### src/rtl/if_fetch_ctrl.sv
// Instruction-fetch sequencer: owns the PC, fetches from a combinational instruction memory
// into the IF/ID register under valid/ready, with redirect, boot hold and misaligned-PC fault.
module if_fetch_ctrl #(
    parameter int unsigned                   PC_WIDTH_LENGTH   = 32,
    parameter int unsigned                   INST_WIDTH_LENGTH = 32,
    parameter logic [PC_WIDTH_LENGTH-1:0]    RESET_PC          = '0,
    parameter int unsigned                   BOOT_CYCLES       = 4,
    parameter int unsigned                   CNT_W             = 16
) (
    input  logic                         clk,
    input  logic                         rst_n,
    output logic [PC_WIDTH_LENGTH-1:0]   imem_addr,
    input  logic [INST_WIDTH_LENGTH-1:0] imem_inst,
    input  logic                         redirect_valid,
    input  logic [PC_WIDTH_LENGTH-1:0]   redirect_pc,
    input  logic                         id_ready,
    output logic                         id_valid,
    output logic [INST_WIDTH_LENGTH-1:0] id_inst,
    output logic [PC_WIDTH_LENGTH-1:0]   id_pc,
    output logic                         fault,
    output logic [PC_WIDTH_LENGTH-1:0]   fault_pc,
    output logic [CNT_W-1:0]             inst_count
);

    localparam int unsigned BootW = (BOOT_CYCLES > 1) ? $clog2(BOOT_CYCLES) : 1;
    localparam logic [BootW-1:0] BootLast = BootW'(BOOT_CYCLES - 1);

    typedef enum logic [1:0] {
        StBoot,
        StRun,
        StFault
    } state_e;

    state_e                         r_state, w_state_d;
    logic [BootW-1:0]               r_boot_cnt, w_boot_cnt_d;
    logic [PC_WIDTH_LENGTH-1:0]     r_pc, w_pc_d;
    logic                           r_id_valid, w_id_valid_d;
    logic [INST_WIDTH_LENGTH-1:0]   r_id_inst, w_id_inst_d;
    logic [PC_WIDTH_LENGTH-1:0]     r_id_pc, w_id_pc_d;
    logic [PC_WIDTH_LENGTH-1:0]     r_fault_pc, w_fault_pc_d;
    logic [CNT_W-1:0]               r_inst_count, w_inst_count_d;

    logic w_slot_free;
    logic w_aligned;
    logic w_in_run;
    logic w_redirect_taken;
    logic w_fire;
    logic w_misalign;
    logic w_deliver;

    assign w_slot_free      = !r_id_valid || id_ready;
    assign w_aligned        = (r_pc[1:0] == 2'b00);
    assign w_in_run         = (r_state == StRun);
    // Redirects during boot only move the PC; they never leave BOOT early.
    assign w_redirect_taken = redirect_valid && (r_state != StBoot);
    assign w_fire           = w_in_run && w_slot_free && !redirect_valid && w_aligned;
    assign w_misalign       = w_in_run && w_slot_free && !redirect_valid && !w_aligned;
    assign w_deliver        = r_id_valid && id_ready;

    // State register
    always_ff @(posedge clk or negedge rst_n) begin
        if (!rst_n) begin
            r_state <= StBoot;
        end else begin
            r_state <= w_state_d;
        end
    end

    // Next-state logic
    always_comb begin
        w_state_d = r_state;
        unique case (r_state)
            StBoot: begin
                if (r_boot_cnt == BootLast) begin
                    w_state_d = StRun;
                end
            end
            StRun: begin
                if (redirect_valid) begin
                    w_state_d = StRun;
                end else if (w_misalign) begin
                    w_state_d = StFault;
                end
            end
            StFault: begin
                if (redirect_valid) begin
                    w_state_d = StRun;
                end
            end
            default: w_state_d = StBoot;
        endcase
    end

    // Outputs
    always_comb begin
        imem_addr  = r_pc;
        id_valid   = r_id_valid;
        id_inst    = r_id_inst;
        id_pc      = r_id_pc;
        fault      = (r_state == StFault);
        fault_pc   = r_fault_pc;
        inst_count = r_inst_count;
    end

    // Datapath next values
    always_comb begin
        w_boot_cnt_d   = r_boot_cnt;
        w_pc_d         = r_pc;
        w_id_valid_d   = r_id_valid;
        w_id_inst_d    = r_id_inst;
        w_id_pc_d      = r_id_pc;
        w_fault_pc_d   = r_fault_pc;
        w_inst_count_d = r_inst_count;

        if (r_state == StBoot) begin
            w_boot_cnt_d = r_boot_cnt + BootW'(1);
            if (redirect_valid) begin
                w_pc_d = redirect_pc;
            end
        end

        if (w_redirect_taken) begin
            // Flush wins even when decode accepts the word this cycle.
            w_pc_d       = redirect_pc;
            w_id_valid_d = 1'b0;
        end else if (w_fire) begin
            w_id_valid_d = 1'b1;
            w_id_inst_d  = imem_inst;
            w_id_pc_d    = r_pc;
            w_pc_d       = r_pc + PC_WIDTH_LENGTH'(4);
        end else if (w_misalign) begin
            w_id_valid_d = 1'b0;
            w_fault_pc_d = r_pc;
        end else if (r_state == StFault) begin
            w_id_valid_d = 1'b0;
        end

        if (w_deliver) begin
            w_inst_count_d = r_inst_count + CNT_W'(1);
        end
    end

    always_ff @(posedge clk or negedge rst_n) begin
        if (!rst_n) begin
            r_boot_cnt   <= '0;
            r_pc         <= RESET_PC;
            r_id_valid   <= 1'b0;
            r_id_inst    <= '0;
            r_id_pc      <= '0;
            r_fault_pc   <= '0;
            r_inst_count <= '0;
        end else begin
            r_boot_cnt   <= w_boot_cnt_d;
            r_pc         <= w_pc_d;
            r_id_valid   <= w_id_valid_d;
            r_id_inst    <= w_id_inst_d;
            r_id_pc      <= w_id_pc_d;
            r_fault_pc   <= w_fault_pc_d;
            r_inst_count <= w_inst_count_d;
        end
    end

endmodule
### config.mk
export PLATFORM = sky130hd
export DESIGN_NAME = if_fetch_ctrl
export DESIGN_NICKNAME = d
export VERILOG_FILES = /design/src/rtl/if_fetch_ctrl.sv
export SDC_FILE = /design/constraint.sdc
export NUM_CORES = 1
export LEC_CHECK = 0
export CORE_MARGIN = 3
export CORE_UTILIZATION = 50
export DETAILED_ROUTE_END_ITERATION = 8
export PLACE_DENSITY_LB_ADDON = 0.2
export SETUP_SLACK_MARGIN = 0.4
export SLEW_MARGIN = 25
export SYNTH_ARGS = -nofsm -noshare
export SYNTH_HDL_FRONTEND = slang
export SYNTH_SLANG_ARGS = --single-unit
### constraint.sdc
create_clock -name clk -period 5 [get_ports clk]
set_input_delay 1 -clock clk [delete_from_list [all_inputs] [get_ports clk]]
set_output_delay 1 -clock clk [all_outputs]
set_load 0.02 [all_outputs]
-- Word-level counts from Yosys, hierarchy flattened
Index checks and enable logic that the tools add are counted.
- muxes and demuxes: 13
- bitwise gates (word level): 2
- reduce and logical (&&, ||, !) cells: 20
- add/subtract/negate cells: 3
- equal/unequal tests: 6
- operators with widths (operator ; count):
    $mux W32 ; 4
    $add A32 B3 Y32 const B ; 1
    $add A16 B1 Y16 const B ; 1
    $mux W2 ; 4
    $logic_and A1 B1 Y1 ; 6
    $pmux W2 S3 ; 1
    $reduce_and A3 Y1 ; 2
    $reduce_bool A3 Y1 ; 2
    $eq A2 B2 Y1 const B ; 2
    $logic_not A2 Y1 ; 2
    $mux W1 ; 4
    $ne A2 B2 Y1 const B ; 2
    $reduce_and A2 Y1 ; 2
    $reduce_bool A4 Y1 ; 1
    $logic_not A1 Y1 ; 3
    $ne A3 B2 Y1 const B ; 1
    $add A2 B1 Y2 const B ; 1
    $eq A2 B1 Y1 const B ; 1
    $not A1 Y1 ; 2
    $reduce_bool A2 Y1 ; 1
    $logic_or A1 B1 Y1 ; 1
- bits of input ports: 68
- word-level logic and storage cells: 52
- flip-flop bits (word level): 149

-- Longest topological paths before layout
- depth after elaboration: 8
- depth in mapped cells: 8
- depth with buffers taken out: 6

-- Worst setup path after synthesis
Ideal clock, no wire load.
- path kind: input port to flip-flop
- from: in redirect_valid
- to: reg r_pc[26] (netlist: imem_addr[26])
- setup time: 0.120 ns
- stages: 7
- path slack: 2.730 ns
- data arrival time: 2.150 ns
- path buffers: 3
- path through: buf_2 -> nor3b_2 -> and3_1 -> buf_2 -> buf_2 -> nand4_1 -> a31o_2
- longest elaborated chain between the ends: 5
- elaborated cells on any way between the ends: 9
- RTL lines (what ; RTL line ; text):
    start: declaration ; 14 ; input logic redirect_valid,
    $logic_not A1 Y1 ; 56 ; assign w_fire = w_in_run && w_slot_free && !redirect_valid && w_aligned;
    $logic_and A1 B1 Y1 (2 in a row) ; 56 ;
    $reduce_bool A3 Y1 (no line) / $mux W32 (equally long branches) ; - ;
    $reduce_and A2 Y1 (no line) / $mux W32 (equally long branches) ; - ;
    end signal: assignment ; 154 ; r_pc <= w_pc_d;
    end: declaration ; 36 ; logic [PC_WIDTH_LENGTH-1:0] r_pc, w_pc_d;
Parallel ways exist; a longest one is shown, timed or not.
A chain may end at the register's enable or synchronous reset.

-- Worst setup path in the final report
- from: in redirect_valid
- to: reg r_pc[6] (netlist: imem_addr[6])
The elaborated chain is that of the path after synthesis.

==> reports/results.txt <==
DP Wirelength - 12100 um
Syn Inst Count - 643
Post-synthesis mux area share - 5.92%
Vias in the first global route - 5644
GRT overflow - 0
First-pass GRT wire length - 29200 um
Residual DRC count - 0
Final instance area - 9220 sq um
WL per Instance - 17.4 um
Initial core utilization - 52.3%
Post-synthesis async set-or-reset flop share - 100%
Max-slew headroom at the worst pin - 46.0%
Antenna violations before repair - 0
Slew of the pin with the lowest slew margin - 0.808 ns
I/O Pins - 214
Post-CTS Setup Inserts - 0
Final hold vios - 0
Slew Limit Fails - 0
Synth area leader - dfrtp_1
H-tree levels - 4
Syn_nets - 714
Slack of the critical path - 1.90 ns
CTS tree - yes
Post-synthesis sequential area ratio - 58.2%
P&R area growth vs syn - 43.9%
Row Count - 40
1st-pass router iterations - 5
Power per Cell Area - 583 nW/um^2
Routed WL - 17900 um
Peak supply drop - 0.352 mV
Compound-Gate Fraction of Synth Area - 8.18%
Hold WS - 0.469 ns
Synth area leaders - dfrtp_1 (58%), nand2_1 (14%), mux2_2 (5.4%), o21ai_0 (2.2%), nand3_1 (1.9%)
Most frequently used flop master after synthesis - dfrtp_1
Via/cell ratio - 5.39
Post-DP Area - 8650 sq um
DIE HEIGHT - 119 um
Post-Synth XOR/XNOR Area - 2.19%
Crit path max fanout - 41
Most instantiated cells after synthesis - nand2_1 (231), dfrtp_1 (149), mux2_2 (31)
1st-iter DRT viols - 473
Worst Path Required - 5.29 ns
Lkg Pwr - 4.15 nW
Hold crit path type - flop to flop
Dpl ws - 1.47 ns
CTS Buf Count - 17
Endpoints failing setup - 0
Tot GR Track Use - 25.7%
RSZ-0062 raised after global routing - false
Post-synth top area share - 58.2%
Synth Area in Simple Gates - 22.0%
Number of hold buffers added after cts - 0
# clock sinks - 149
DR vias - 5537
Share of layout cells above drive strength 1 - 8.96%
Maxcap violations - 0
Antenna Cells - 0
Post-Synth Adder-Cell Area - 0.586%
Startpoint class of the critical path - primary input
Kind of critical path - primary input to flop
Final TNS setup - 0 ns
Largest family of logic cells by synthesized area - simple AND/OR/NAND/NOR gates
Core Util, Final - 75.2%
Synth Area per Inst - 9.97 sq um
Layout net count - 918
Clk root buf - clkbuf_16
Crit. End Element - flop
Placeable Area - 12300 sq um
Yosys reg bits - 149
Post-Syn Area - 6410 sq um
CP arrival - 3.40 ns
Setup Skew - 0.00891 ns
Post-synth EDFFs - 0
Largest net degree at the start of global routing - 77
Yosys warning count - 0
Die area - 14200 sq um
Fmax - 322 MHz
Synth cell types - 55
Die width - 119 um
Routed Antenna Nets - 0
CTS Buffer Depth - 2
CTS clk-pin slew, worst paths - 0.06 ns
Final GP Congestion - 0.814
Most numerous cell in the Yosys netlist - nand2_1
Status - complete, no violations
# resized after CTS - 0
Minimum clock period - 3.10 ns
Worst skew pair latency - 0.42 ns
Port Buf Inserts - 213
Post-route clock period utilization - 62.1%
## through the flow
step | instances | total power, W
floorplan | 643 | 0.00302
global placement | 996 | 0.00408
detailed placement | 996 | 0.00416
CTS | 1027 | 0.00542
global route | 1027 | 0.00567
finish | 1027 | 0.00537
## where the power goes
| group | switching, W | internal [W] | total [W] |
|---|---|---|---|
| clock | 0.000455 | 0.000771 | 0.00123 |
| combinational | 0.00112 | 0.00106 | 0.00218 |
| sequential | 0.000320 | 0.00165 | 0.00197 |
| total | 0.00190 | 0.00348 | 0.00537 |
## worst max-delay path, cell delays in order
cell	delay (ns)
clkdlybuf4s50_1	0.47
nor3b_2	0.30
and3_2	0.74
buf_4	0.50
and2_0	0.18
o21ai_0	0.06
o311ai_0	0.13
## layer usage
| layer | global-route usage [%] | up-vias | share of wire (%) |
|---|---|---|---|
| met2 | 42.0 | 221 | 50 |
| li1 | - | 2582 | - |
| met3 | 8.07 | 18 | 8.2 |
| met1 | 32.6 | 2716 | 41 |
| met4 | 8.11 | 0 | 1.2 |
| met5 | 0 | - | 0 |
## registers in the layout, indices dropped and copies added, names as in the netlist
register    count
r_boot_cnt      2
id_inst        32
r_state         2
id_valid        1
inst_count     16
imem_addr      32
fault_pc       32
id_pc          32
## cell usage in the layout, fill, tap and decap left out, types with 3 or more instances in the layout
cell and n:
a21oi_1 7, a31o_2 3, a31oi_1 8, a41oi_1 4, and2_1 5, and3_1 3, buf_4 6, clkbuf_1 7
clkbuf_16 17, clkbuf_8 3, clkdlybuf4s50_1 212, dfrtp_1 149, ha_1 3, inv_1 8, mux2_2 31, mux2i_1 3
nand2_1 231, nand2b_1 3, nand3_1 23, nand4_1 10, nor2_1 17, nor3_1 4, o211ai_1 10, o21ai_0 28
o311ai_0 4, o311ai_1 3, or3_1 3, xnor2_1 9, xor2_1 7
## kinds of logic after synthesis
logic type / after synthesis
AND/OR/NAND/NOR: 320
AO/OA/AOI/OAI: 79
multiplexers: 34
flip-flops: 149
adder cells (fa/ha/maj): 3
XOR/XNOR: 16
buffers and inverters: 42
## worst paths after layout
check	startpoint	to	slack, ns	cells after the start
setup reg to reg	r_state[1]	imem_addr[6]	2.47	6
hold / removal	id_inst[27]	id_inst[27]	0.47	2
max in group asynchronous	rst_n	fault_pc[21]	3.33	2
hold reg to reg	id_inst[27]	id_inst[27]	0.47	2
min in group asynchronous	rst_n	inst_count[14]	0.60	1
setup / recovery	redirect_valid	imem_addr[6]	1.90	7
## cell type report
class | instances | area [sq um]
fillers | 858 | 3040
repair buffers | 219 | 2180
flip-flops and latches | 149 | 3730
inverters | 8 | 30.0
clock inverters | 4 | 70.1
multi-input cells | 452 | 2510
clock buffers | 27 | 493
well taps | 168 | 210
Power figures use the tool's default switching activity.
